`src/rtl/midi_pkg.sv`:
```
// midi_pkg: MIDI message constants, byte type and note-message FSM states
package midi_pkg;
   localparam logic [3:0] MIDI_NOTE_ON  = 4'h9;
   localparam logic [3:0] MIDI_NOTE_OFF = 4'h8;
   typedef logic [7:0] midi_byte_t;
   typedef enum logic [1:0] {IDLE, STAT, NOTE, VEL} note_msg_state_e;
   function automatic midi_byte_t midi_status(input logic [3:0] kind, input logic [3:0] ch);
      return {kind, ch};
   endfunction
endpackage

```
`src/rtl/btn_note_msg_if.sv`:
```
// btn_note_msg_if: valid/ready byte stream toward the UART transmitter
interface btn_note_msg_if;
   import midi_pkg::*;
   midi_byte_t tx_data;
   logic       tx_valid;
   logic       tx_ready;
   modport master(output tx_data, output tx_valid, input tx_ready);
   modport slave(input tx_data, input tx_valid, output tx_ready);
endinterface

```
`src/rtl/lowest_set_idx.sv`:
```
// lowest_set_idx: fixed-priority encoder, lowest set bit wins
module lowest_set_idx #(
   parameter int NUM_BTN = 4,
   parameter int IW      = (NUM_BTN > 1) ? $clog2(NUM_BTN) : 1
) (
   input  logic [NUM_BTN-1:0] i_vec,
   output logic [IW-1:0]      o_idx,
   output logic               o_any
);
   always_comb begin
      o_idx = '0;
      o_any = |i_vec;
      for (int i = NUM_BTN - 1; i >= 0; i--)
         if (i_vec[i]) o_idx = IW'(i);
   end
endmodule

```
`src/rtl/btn_note_msg.sv`:
```
// btn_note_msg: latches button presses and emits 3-byte MIDI Note messages.
// Define BTN_NOTE_MSG_NOTE_OFF_EN to make each button toggle Note On / Note Off.
module btn_note_msg
   import midi_pkg::*;
#(
   parameter int NUM_BTN   = 4,
   parameter int MIDI_CH   = 0,
   parameter int BASE_NOTE = 60,
   parameter int VELOCITY  = 100
) (
   input  logic               clk,
   input  logic               rst,
   input  logic [NUM_BTN-1:0] btn_raised,
   btn_note_msg_if.master     tx,
   output logic               busy,
   output logic               dropped
);
   localparam int IW = (NUM_BTN > 1) ? $clog2(NUM_BTN) : 1;

   note_msg_state_e    r_state;
   logic [IW-1:0]      r_idx;
   logic [NUM_BTN-1:0] r_pend;
   midi_byte_t         r_data;
   logic               r_valid;
   logic               r_dropped;

   logic [IW-1:0]      w_idx;
   logic               w_any;
   logic               w_cap;
   logic [NUM_BTN-1:0] w_clr;
   logic               w_xfer;
   logic [7:0]         w_sum;
   midi_byte_t         w_note;
   logic               w_cap_off;
   logic               w_vel_off;

   lowest_set_idx #(.NUM_BTN(NUM_BTN), .IW(IW)) u_enc (
      .i_vec(r_pend),
      .o_idx(w_idx),
      .o_any(w_any)
   );

   assign w_cap  = (r_state == IDLE) && w_any;
   assign w_clr  = w_cap ? (NUM_BTN'(1) << w_idx) : '0;
   assign w_xfer = r_valid && tx.tx_ready;
   assign w_sum  = 8'(BASE_NOTE) + 8'(r_idx);
   assign w_note = w_sum & 8'h7F;

`ifdef BTN_NOTE_MSG_NOTE_OFF_EN
   logic [NUM_BTN-1:0] r_held;
   logic               r_off;
   always_ff @(posedge clk) begin
      if (rst) begin
         r_held <= '0;
         r_off  <= 1'b0;
      end else begin
         if (w_cap) r_off <= r_held[w_idx];
         if (r_state == VEL && w_xfer) r_held[r_idx] <= ~r_held[r_idx];
      end
   end
   assign w_cap_off = r_held[w_idx];
   assign w_vel_off = r_off;
`else
   assign w_cap_off = 1'b0;
   assign w_vel_off = 1'b0;
`endif

   // a capture and a fresh raise of the same button leave the pend bit set
   always_ff @(posedge clk) begin
      if (rst) begin
         r_state   <= IDLE;
         r_idx     <= '0;
         r_pend    <= '0;
         r_data    <= '0;
         r_valid   <= 1'b0;
         r_dropped <= 1'b0;
      end else begin
         r_pend    <= (r_pend & ~w_clr) | btn_raised;
         r_dropped <= |(btn_raised & r_pend & ~w_clr);
         case (r_state)
            IDLE: if (w_any) begin
               r_idx   <= w_idx;
               r_state <= STAT;
               r_valid <= 1'b1;
               r_data  <= midi_status(w_cap_off ? MIDI_NOTE_OFF : MIDI_NOTE_ON, 4'(MIDI_CH));
            end
            STAT: if (w_xfer) begin
               r_state <= NOTE;
               r_data  <= w_note;
            end
            NOTE: if (w_xfer) begin
               r_state <= VEL;
               r_data  <= w_vel_off ? 8'h00 : {1'b0, 7'(VELOCITY)};
            end
            default: if (w_xfer) begin
               r_state <= IDLE;
               r_valid <= 1'b0;
               r_data  <= '0;
            end
         endcase
      end
   end

   assign tx.tx_data  = r_data;
   assign tx.tx_valid = r_valid;
   assign busy        = (r_state != IDLE);
   assign dropped     = r_dropped;
endmodule

```
`src/flat_wrapper.sv`:
```
// flat-port wrapper written by rule: the top's interface ports become plain ports
module btn_note_msg_flat import midi_pkg::*;
#(
   parameter int NUM_BTN   = 4,
   parameter int MIDI_CH   = 0,
   parameter int BASE_NOTE = 60,
   parameter int VELOCITY  = 100
)
  (clk, rst, btn_raised, busy, dropped, tx_tx_data, tx_tx_valid, tx_tx_ready);
  btn_note_msg_if tx_i ();
  input  logic clk;
  input  logic rst;
  input  logic [NUM_BTN-1:0] btn_raised;
  output logic busy;
  output logic dropped;
  output wire logic [$bits(tx_i.tx_data)-1:0] tx_tx_data;
  output wire logic [$bits(tx_i.tx_valid)-1:0] tx_tx_valid;
  input wire logic [$bits(tx_i.tx_ready)-1:0] tx_tx_ready;
  assign tx_tx_data = tx_i.tx_data;
  assign tx_tx_valid = tx_i.tx_valid;
  assign tx_i.tx_ready = tx_tx_ready;
  btn_note_msg #(.NUM_BTN(NUM_BTN), .MIDI_CH(MIDI_CH), .BASE_NOTE(BASE_NOTE), .VELOCITY(VELOCITY)) u_core (.clk(clk), .rst(rst), .btn_raised(btn_raised), .tx(tx_i), .busy(busy), .dropped(dropped));
endmodule
```
`config.mk`:
```
export PLATFORM = sky130hd
export DESIGN_NAME = btn_note_msg_flat
export DESIGN_NICKNAME = d
export VERILOG_FILES = /design/src/rtl/midi_pkg.sv /design/src/rtl/btn_note_msg_if.sv /design/src/rtl/lowest_set_idx.sv /design/src/rtl/btn_note_msg.sv /design/src/flat_wrapper.sv
export SDC_FILE = /design/constraint.sdc
export NUM_CORES = 1
export LEC_CHECK = 0
export CORE_ASPECT_RATIO = 1.1
export CORE_MARGIN = 3
export CORE_UTILIZATION = 30
export CTS_BUF_LIST = sky130_fd_sc_hd__clkbuf_2
export DETAILED_ROUTE_END_ITERATION = 7
export DONT_BUFFER_PORTS = 1
export PLACE_DENSITY_LB_ADDON = 0.25
export SYNTH_ARGS = -nofsm -noshare
export SYNTH_HDL_FRONTEND = slang
export SYNTH_SLANG_ARGS = --single-unit
```
`constraint.sdc`:
```
create_clock -name clk -period 2.08 [get_ports clk]
set_input_delay 0.208 -clock clk [delete_from_list [all_inputs] [get_ports clk]]
set_output_delay 0.208 -clock clk [all_outputs]
set_load 0.01 [all_outputs]
```
==> flow_metrics.env, run 1 <==
export IMPL_cp_slowest_cell="or3b_1"
export IMPL_finalPower_mw=1.08
export IMPL_grt_max_degree=13
export IMPL_worstPathCellList="inv_1, ha_1, or3b_1, o22ai_4, mux2_4"
export IMPL_synth_mux_area_frac=0.0760
export IMPL_power_leakage_nw=0.369
export IMPL_start_kind="register"
export IMPL_place_congestion=0.777
export IMPL_ys_ff_latch=16
export IMPL_grtUsageTotal=0.0974
export IMPL_tightest_slew_ns=0.369
export IMPL_cp_max_fo=6
export IMPL_ios=18
export IMPL_period_minus_slack_ns=1.81
export IMPL_post_route_drc_count=0
export IMPL_cts_tree="done"
export IMPL_die_width_um=56.9
export IMPL_cts_hold_buf=1
export IMPL_die_area_um2=3530
export IMPL_m1WireLength_um=784
export IMPL_cp_required_ns=2.28
export IMPL_nets=106
export IMPL_yosysTopAreaCellShare=0.374
export IMPL_place_hpwl_um=1190
export IMPL_synth_avg_cell_area_um2=9.51
export IMPL_antennaDiodeCount=0
export IMPL_power_density_nw_per_um2=1180
export IMPL_setup_violations=0
export IMPL_yosysWarnings=0
export IMPL_max_slew_margin=0.754
export IMPL_design_area_um2=910
export IMPL_cp_end_kind="register"
export IMPL_clk_latency_ns=0.28
export IMPL_netlist_instances=90
export IMPL_syn_nets=102
export IMPL_synth_seq_area_share=0.374
export IMPL_cts_root_buf="clkbuf_2"
export IMPL_route_met3_wl_um=95
export IMPL_cts_buffers_inserted=3
export IMPL_cp_slowest_stage_delay_ns=0.48
export IMPL_route_met2_wl_um=749
export IMPL_vdd_drop_max_v=0.000540
export IMPL_synth_fa_ha_area_frac=0.0731
export IMPL_grt_pass1_vias=566
export IMPL_drt_iter0_drc=15
export IMPL_synth_edf_count=0
export IMPL_synth_top_family_by_area="simple AND/OR/NAND/NOR gates"
export IMPL_cap_violations=0
export IMPL_cts_buffer_depth=2
export IMPL_highest_layer="met4"
export IMPL_crit_arrival_ns=2.01
export IMPL_post_cts_buffers=0
export IMPL_dr_pass1_iters=4
export IMPL_rsz0062_at_grt="false"
export IMPL_synthFlopType="dfxtp_1"
export IMPL_post_cts_resized=0
export IMPL_num_vias=614
export IMPL_post_route_period_util=0.870
export IMPL_die_h_um=62.0
export IMPL_antenna_found_initial=0
export IMPL_synth_compound_gate_area_share=0.184
export IMPL_fin_hold_ws_ns=0.0341
export IMPL_synth_xor_area_frac=0
export IMPL_pre_cts_slack_ns=0.307
export IMPL_path_class="register to register"
export IMPL_layout_setup_ws_ns=0.271
export IMPL_rows=19
export IMPL_fin_tns_setup_ns=0
export IMPL_viasPerCell=4.95
export IMPL_max_freq_mhz=553
export IMPL_placed_area_um2=861
export IMPL_start_util=0.327
export IMPL_hold_path_class="primary input to register"
export IMPL_avgRoutedWirePerCell_um=13.2
export IMPL_grt_pass1_wl_um=2620
export IMPL_async_flop_share=0
export IMPL_synthSimpleGateAreaFrac=0.205
export IMPL_layout_drive_gt1_share=0.151
export IMPL_finalClockSkew_ns=0.00178
export IMPL_drt_total_wl_um=1640
export IMPL_synth_area_leaders="dfxtp_1 37%, ha_1 7.3%, mux2i_1 5.8%"
export IMPL_clock_sinks=16
export IMPL_ant_nets=0
export IMPL_h_tree_depth=1
export IMPL_final_hold_viol_count=0
export IMPL_gr_total_overflow=0
export IMPL_port_buffers=0
export IMPL_status="finished clean"
export IMPL_yosysTopAreaCell="dfxtp_1"
export IMPL_clkTransAtPathRegs_ns=0.16
export IMPL_coreArea_um2=2620
export IMPL_syn_area_um2=856
export IMPL_slew_viol_final=0
export IMPL_syn_to_final_growth_pct=6.29
export IMPL_synth_distinct_cells=36
==> sequential cells by signal (all words and copies together) (netlist names) <==
| register | flops |
|---|---|
| u_core.tx.tx_data | 7 |
| u_core.r_pend | 4 |
| u_core.r_idx | 2 |
| u_core.dropped | 1 |
| u_core.r_state | 1 |
| u_core.tx.tx_valid | 1 |
==> layout make-up <==
class / count / area (um2)
flip-flops and latches: 16 / 320
inverters: 7 / 26.3
fillers: 291 / 1710
clock buffers: 3 / 15.0
repair buffers: 5 / 45.0
multi-input cells: 61 / 460
well taps: 31 / 38.8
clock inverters: 1 / 3.75
==> power by group <==
| group | internal, mW | switching (mW) | total, mW |
|---|---|---|---|
| clock network | 0.0418 | 0.100 | 0.142 |
| registers | 0.384 | 0.0771 | 0.461 |
| logic | 0.228 | 0.247 | 0.475 |
==> worst max-delay path: cells and delay by family, from the launching register on <==
kind	cells	cell delay [ns]
flops	1	0.36
simple gates	1	0.48
buf+inv	1	0.12
compound gates	1	0.26
mux	1	0.32
fa+ha+maj	1	0.20
==> final timing paths <==
kind,from,to,slack (ns),cells after the start
setup / recovery,u_core.r_state[0],u_core.tx.tx_data[4],0.27,5
hold / removal,btn_raised[0],u_core.r_pend[0],0.03,2
setup reg to reg,u_core.r_state[0],u_core.tx.tx_data[4],0.27,5
hold reg to reg,u_core.r_idx[0],u_core.tx.tx_data[0],0.48,2
==> metrics by stage <==
step                      instances  utilization
after floorplan                  90            -
after global placement          117        0.329
after detailed placement        117        0.329
after CTS                       122        0.340
after global routing            124        0.348
final                           124        0.348
==> cell usage in the layout, fill, tap and decap left out, drive strengths merged, types with 2 or more instances in the layout <==
| cell | Yosys | final |
|---|---|---|
| inv | 7 | 7 |
| a211oi | 2 | 2 |
| nor3b | 2 | 2 |
| clkbuf | 1 | 3 |
| ha | 5 | 5 |
| mux2i | 5 | 5 |
| nor3 | 2 | 2 |
| a21oi | 6 | 6 |
| dfxtp | 16 | 16 |
| a31oi | 2 | 2 |
| o21ai | 4 | 4 |
| or2b | 4 | 4 |
| buf | 5 | 2 |
| nand2 | 2 | 2 |
| dlygate4sd3 | 0 | 3 |
| nand2b | 4 | 4 |
| nand3b | 2 | 2 |
| nor2 | 6 | 6 |
==> cell usage after synthesis, types with 2 or more instances <==
library cell,instances
mux2i_1,5
buf_6,2
nor3_1,2
a21oi_1,6
a211oi_1,2
or2b_2,3
dfxtp_1,16
nand2b_1,4
o21ai_0,3
buf_4,3
nand2_1,2
a31oi_1,2
nand3b_1,2
nor2_1,6
inv_1,7
ha_1,5
==> cells by family (layout without fill, tap and decap cells) <==
group,Yosys count,count (layout)
and+or+nand+nor,28,28
buffers and inverters,13,16
adders and majority gates,5,5
DFF,16,16
AOI/OAI and AO/OA,22,22
muxes,6,6
==> routing by layer <==
layer	vias to the layer above	track usage
li1	320	-
met5	-	0
met2	11	0.153
met3	2	0.0310
met1	281	0.121
met4	0	0.0497
(Power assumes the default switching activity.)
==> run 2: changes to the inputs <==
CTS_BUF_LIST = sky130_fd_sc_hd__clkbuf_16   (was sky130_fd_sc_hd__clkbuf_2)
SYNTH_HIERARCHICAL = 1   (was not set)
==> run 2 against run 1 <==
  * Clock skew about the same
  * Synthesized area up 0.15%
  * Global-route usage up 1.1 points
  * Via count up 6.2%
  * Die area up 0.13%
  * Synthesized cell count up 6.7%
  * Sequential power down 5.6%
  * Setup slack better by 0.019 ns
  * Critical endpoint is now u_core/r_state[0]
  * Largest cell class unchanged
==> flow_metrics.env, run 2 <==
export IMPL_status="finished clean"
export IMPL_ys_ff_latch=16
export IMPL_slew_viol_final=0
export IMPL_tightest_slew_ns=0.438
export IMPL_drt_total_wl_um=1670
export IMPL_layout_commonest_cell="dfxtp_1"
export IMPL_viasPerCell=5.09
export IMPL_cts_hold_buf=0
export IMPL_cp_end_kind="register"
export IMPL_grt_pass1_vias=659
export IMPL_avgRoutedWirePerCell_um=13.0
export IMPL_post_cts_buffers=0
export IMPL_die_area_um2=3530
export IMPL_rows=19
export IMPL_power_leakage_nw=0.379
export IMPL_antenna_found_initial=0
export IMPL_synth_distinct_cells=32
export IMPL_vdd_drop_max_v=0.000524
export IMPL_ant_nets=0
export IMPL_syn_nets=108
export IMPL_nets=110
export IMPL_yosysWarnings=6
export IMPL_design_area_um2=952
export IMPL_h_tree_depth=1
export IMPL_die_width_um=57.0
export IMPL_power_frac_seq=0.309
export IMPL_clock_sinks=16
export IMPL_ios=18
export IMPL_coreArea_um2=2620
export IMPL_crit_arrival_ns=1.92
export IMPL_worstHoldStart="rst"
export IMPL_cp_max_fo=11
export IMPL_power_switching_uw=517
export IMPL_post_cts_resized=0
export IMPL_cts_root_buf="clkbuf_16"
export IMPL_cts_buffers_inserted=3
export IMPL_reg2reg_depth=5
export IMPL_start_util=0.328
export IMPL_clock_power_share=0.264
export IMPL_path_class="register to register"
export IMPL_post_route_drc_count=0
export IMPL_r2r_start="u_core/r_state[0]"
export IMPL_drt_iter0_drc=9
export IMPL_async_flop_share=0
export IMPL_fin_hold_ws_ns=0.0248
export IMPL_synth_area_leaders="dfxtp_1 37%, ha_1 7.3%, nand2_1 4.8%"
export IMPL_power_frac_comb=0.428
export IMPL_start_kind="register"
export IMPL_place_congestion=0.753
export IMPL_cts_buffer_depth=2
export IMPL_rsz0062_at_grt="false"
export IMPL_grt_pass1_wl_um=2910
export IMPL_place_hpwl_um=1290
export IMPL_hold_path_class="primary input to register"
export IMPL_finalPower_mw=1.41
export IMPL_placed_area_um2=873
export IMPL_dr_pass1_iters=5
export IMPL_synth_most_common_cell="dfxtp_1"
export IMPL_cap_violations=0
export IMPL_cts_tree="done"
export IMPL_synth_edf_count=0
export IMPL_setup_violations=0
export IMPL_synth_seq_area_share=0.374
export IMPL_max_freq_mhz=559
export IMPL_antennaDiodeCount=0
export IMPL_yosysTopAreaCell="dfxtp_1"
export IMPL_clk_latency_ns=0.24
export IMPL_syn_to_final_growth_pct=11.1
export IMPL_largest_reg_flops=7
export IMPL_power_switching_share=0.367
export IMPL_clkTransAtPathRegs_ns=0.05
export IMPL_synth_avg_cell_area_um2=8.93
export IMPL_grtUsageTotal=0.109
export IMPL_p_int_uw=893
export IMPL_min_path_cells=1
export IMPL_num_vias=652
export IMPL_fin_tns_setup_ns=0
export IMPL_period_minus_slack_ns=1.79
export IMPL_gr_total_overflow=0
export IMPL_crit_path_start="u_core/r_state[0]"
export IMPL_layout_drive_gt1_share=0.144
export IMPL_post_route_period_util=0.861
export IMPL_yosysTopAreaCellShare=0.374
export IMPL_synthFlopType="dfxtp_1"
export IMPL_max_slew_margin=0.708
export IMPL_cp_required_ns=2.21
export IMPL_die_h_um=62.1
export IMPL_final_hold_viol_count=0
export IMPL_finalClockSkew_ns=0.00224
export IMPL_port_buffers=0
export IMPL_power_density_nw_per_um2=1480
export IMPL_grt_max_degree=15
export IMPL_netlist_instances=96
export IMPL_final_core_util=0.364
export IMPL_final_cell_mix="16 x dfxtp_1, 11 x nand2_1, 7 x inv_1, 7 x a21oi_1"
export IMPL_synth_common_cells="16 x dfxtp_1, 11 x nand2_1, 7 x a21oi_1, 7 x inv_1"
export IMPL_syn_area_um2=857
[run 2: worst max-delay path, cell delays in order (launching register included)]
cell,delay (ns)
dfxtp_1,0.33
inv_1,0.13
ha_1,0.45
nor3b_4,0.31
o22ai_4,0.14
mux2_4,0.32
[run 2: logic make-up (layout without fill, tap and decap cells)]
family,Yosys count,in the layout,synth area share
buf+inv,14,15,0.0890
flops,16,16,0.374
compound gates,20,20,0.177
fa+ha+maj,5,5,0.0730
simple gates,36,36,0.223
mux,5,5,0.0642
[run 2: final timing paths]
check / endpoint / slack (ns)
setup reg to reg: u_core/r_state[0] / 0.29
hold reg to reg: u_core/r_idx[0] / 0.45
hold / removal: u_core/tx.tx_data[4] / 0.02
setup / recovery: u_core/r_state[0] / 0.29
[run 2: stage by stage]
| stage | std cells | worst slack [ns] |
|---|---|---|
| 6_report | 128 | 0.290 |
| 3_3_place_gp | 124 | 0.352 |
| 4_1_cts | 128 | 0.284 |
| 2_1_floorplan | 96 | 0.569 |
| 5_1_grt | 128 | 0.135 |
| 3_5_place_dp | 124 | 0.290 |
[run 2: layout make-up]
cell class                 instances  area (um2)
tap                               31        38.8
timing repair buffer               2        15.0
inverter                           9        38.8
fill                             289        1660
clock buffer                       3        75.1
clock inverter                     1        3.75
multi-input combinational         66         460
sequential                        16         320
[run 2: metal layers]
| metal | up-vias | global-route usage | routed length (um) |
|---|---|---|---|
| met2 | 14 | 0.178 | 797 |
| met4 | 0 | 0.0596 | 25 |
| met5 | - | 0 | 0 |
| met3 | 4 | 0.0372 | 108 |
| li1 | 335 | - | - |
| met1 | 299 | 0.127 | 739 |
[run 2: power by group through the flow]
stage	sequential, mW	clock [mW]	combinational [mW]
finish	0.435	0.372	0.603
global route	0.446	0.403	0.677
CTS	0.436	0.382	0.612
detailed placement	0.443	0	0.609
global placement	0.439	0	0.608
floorplan	0.434	0	0.553
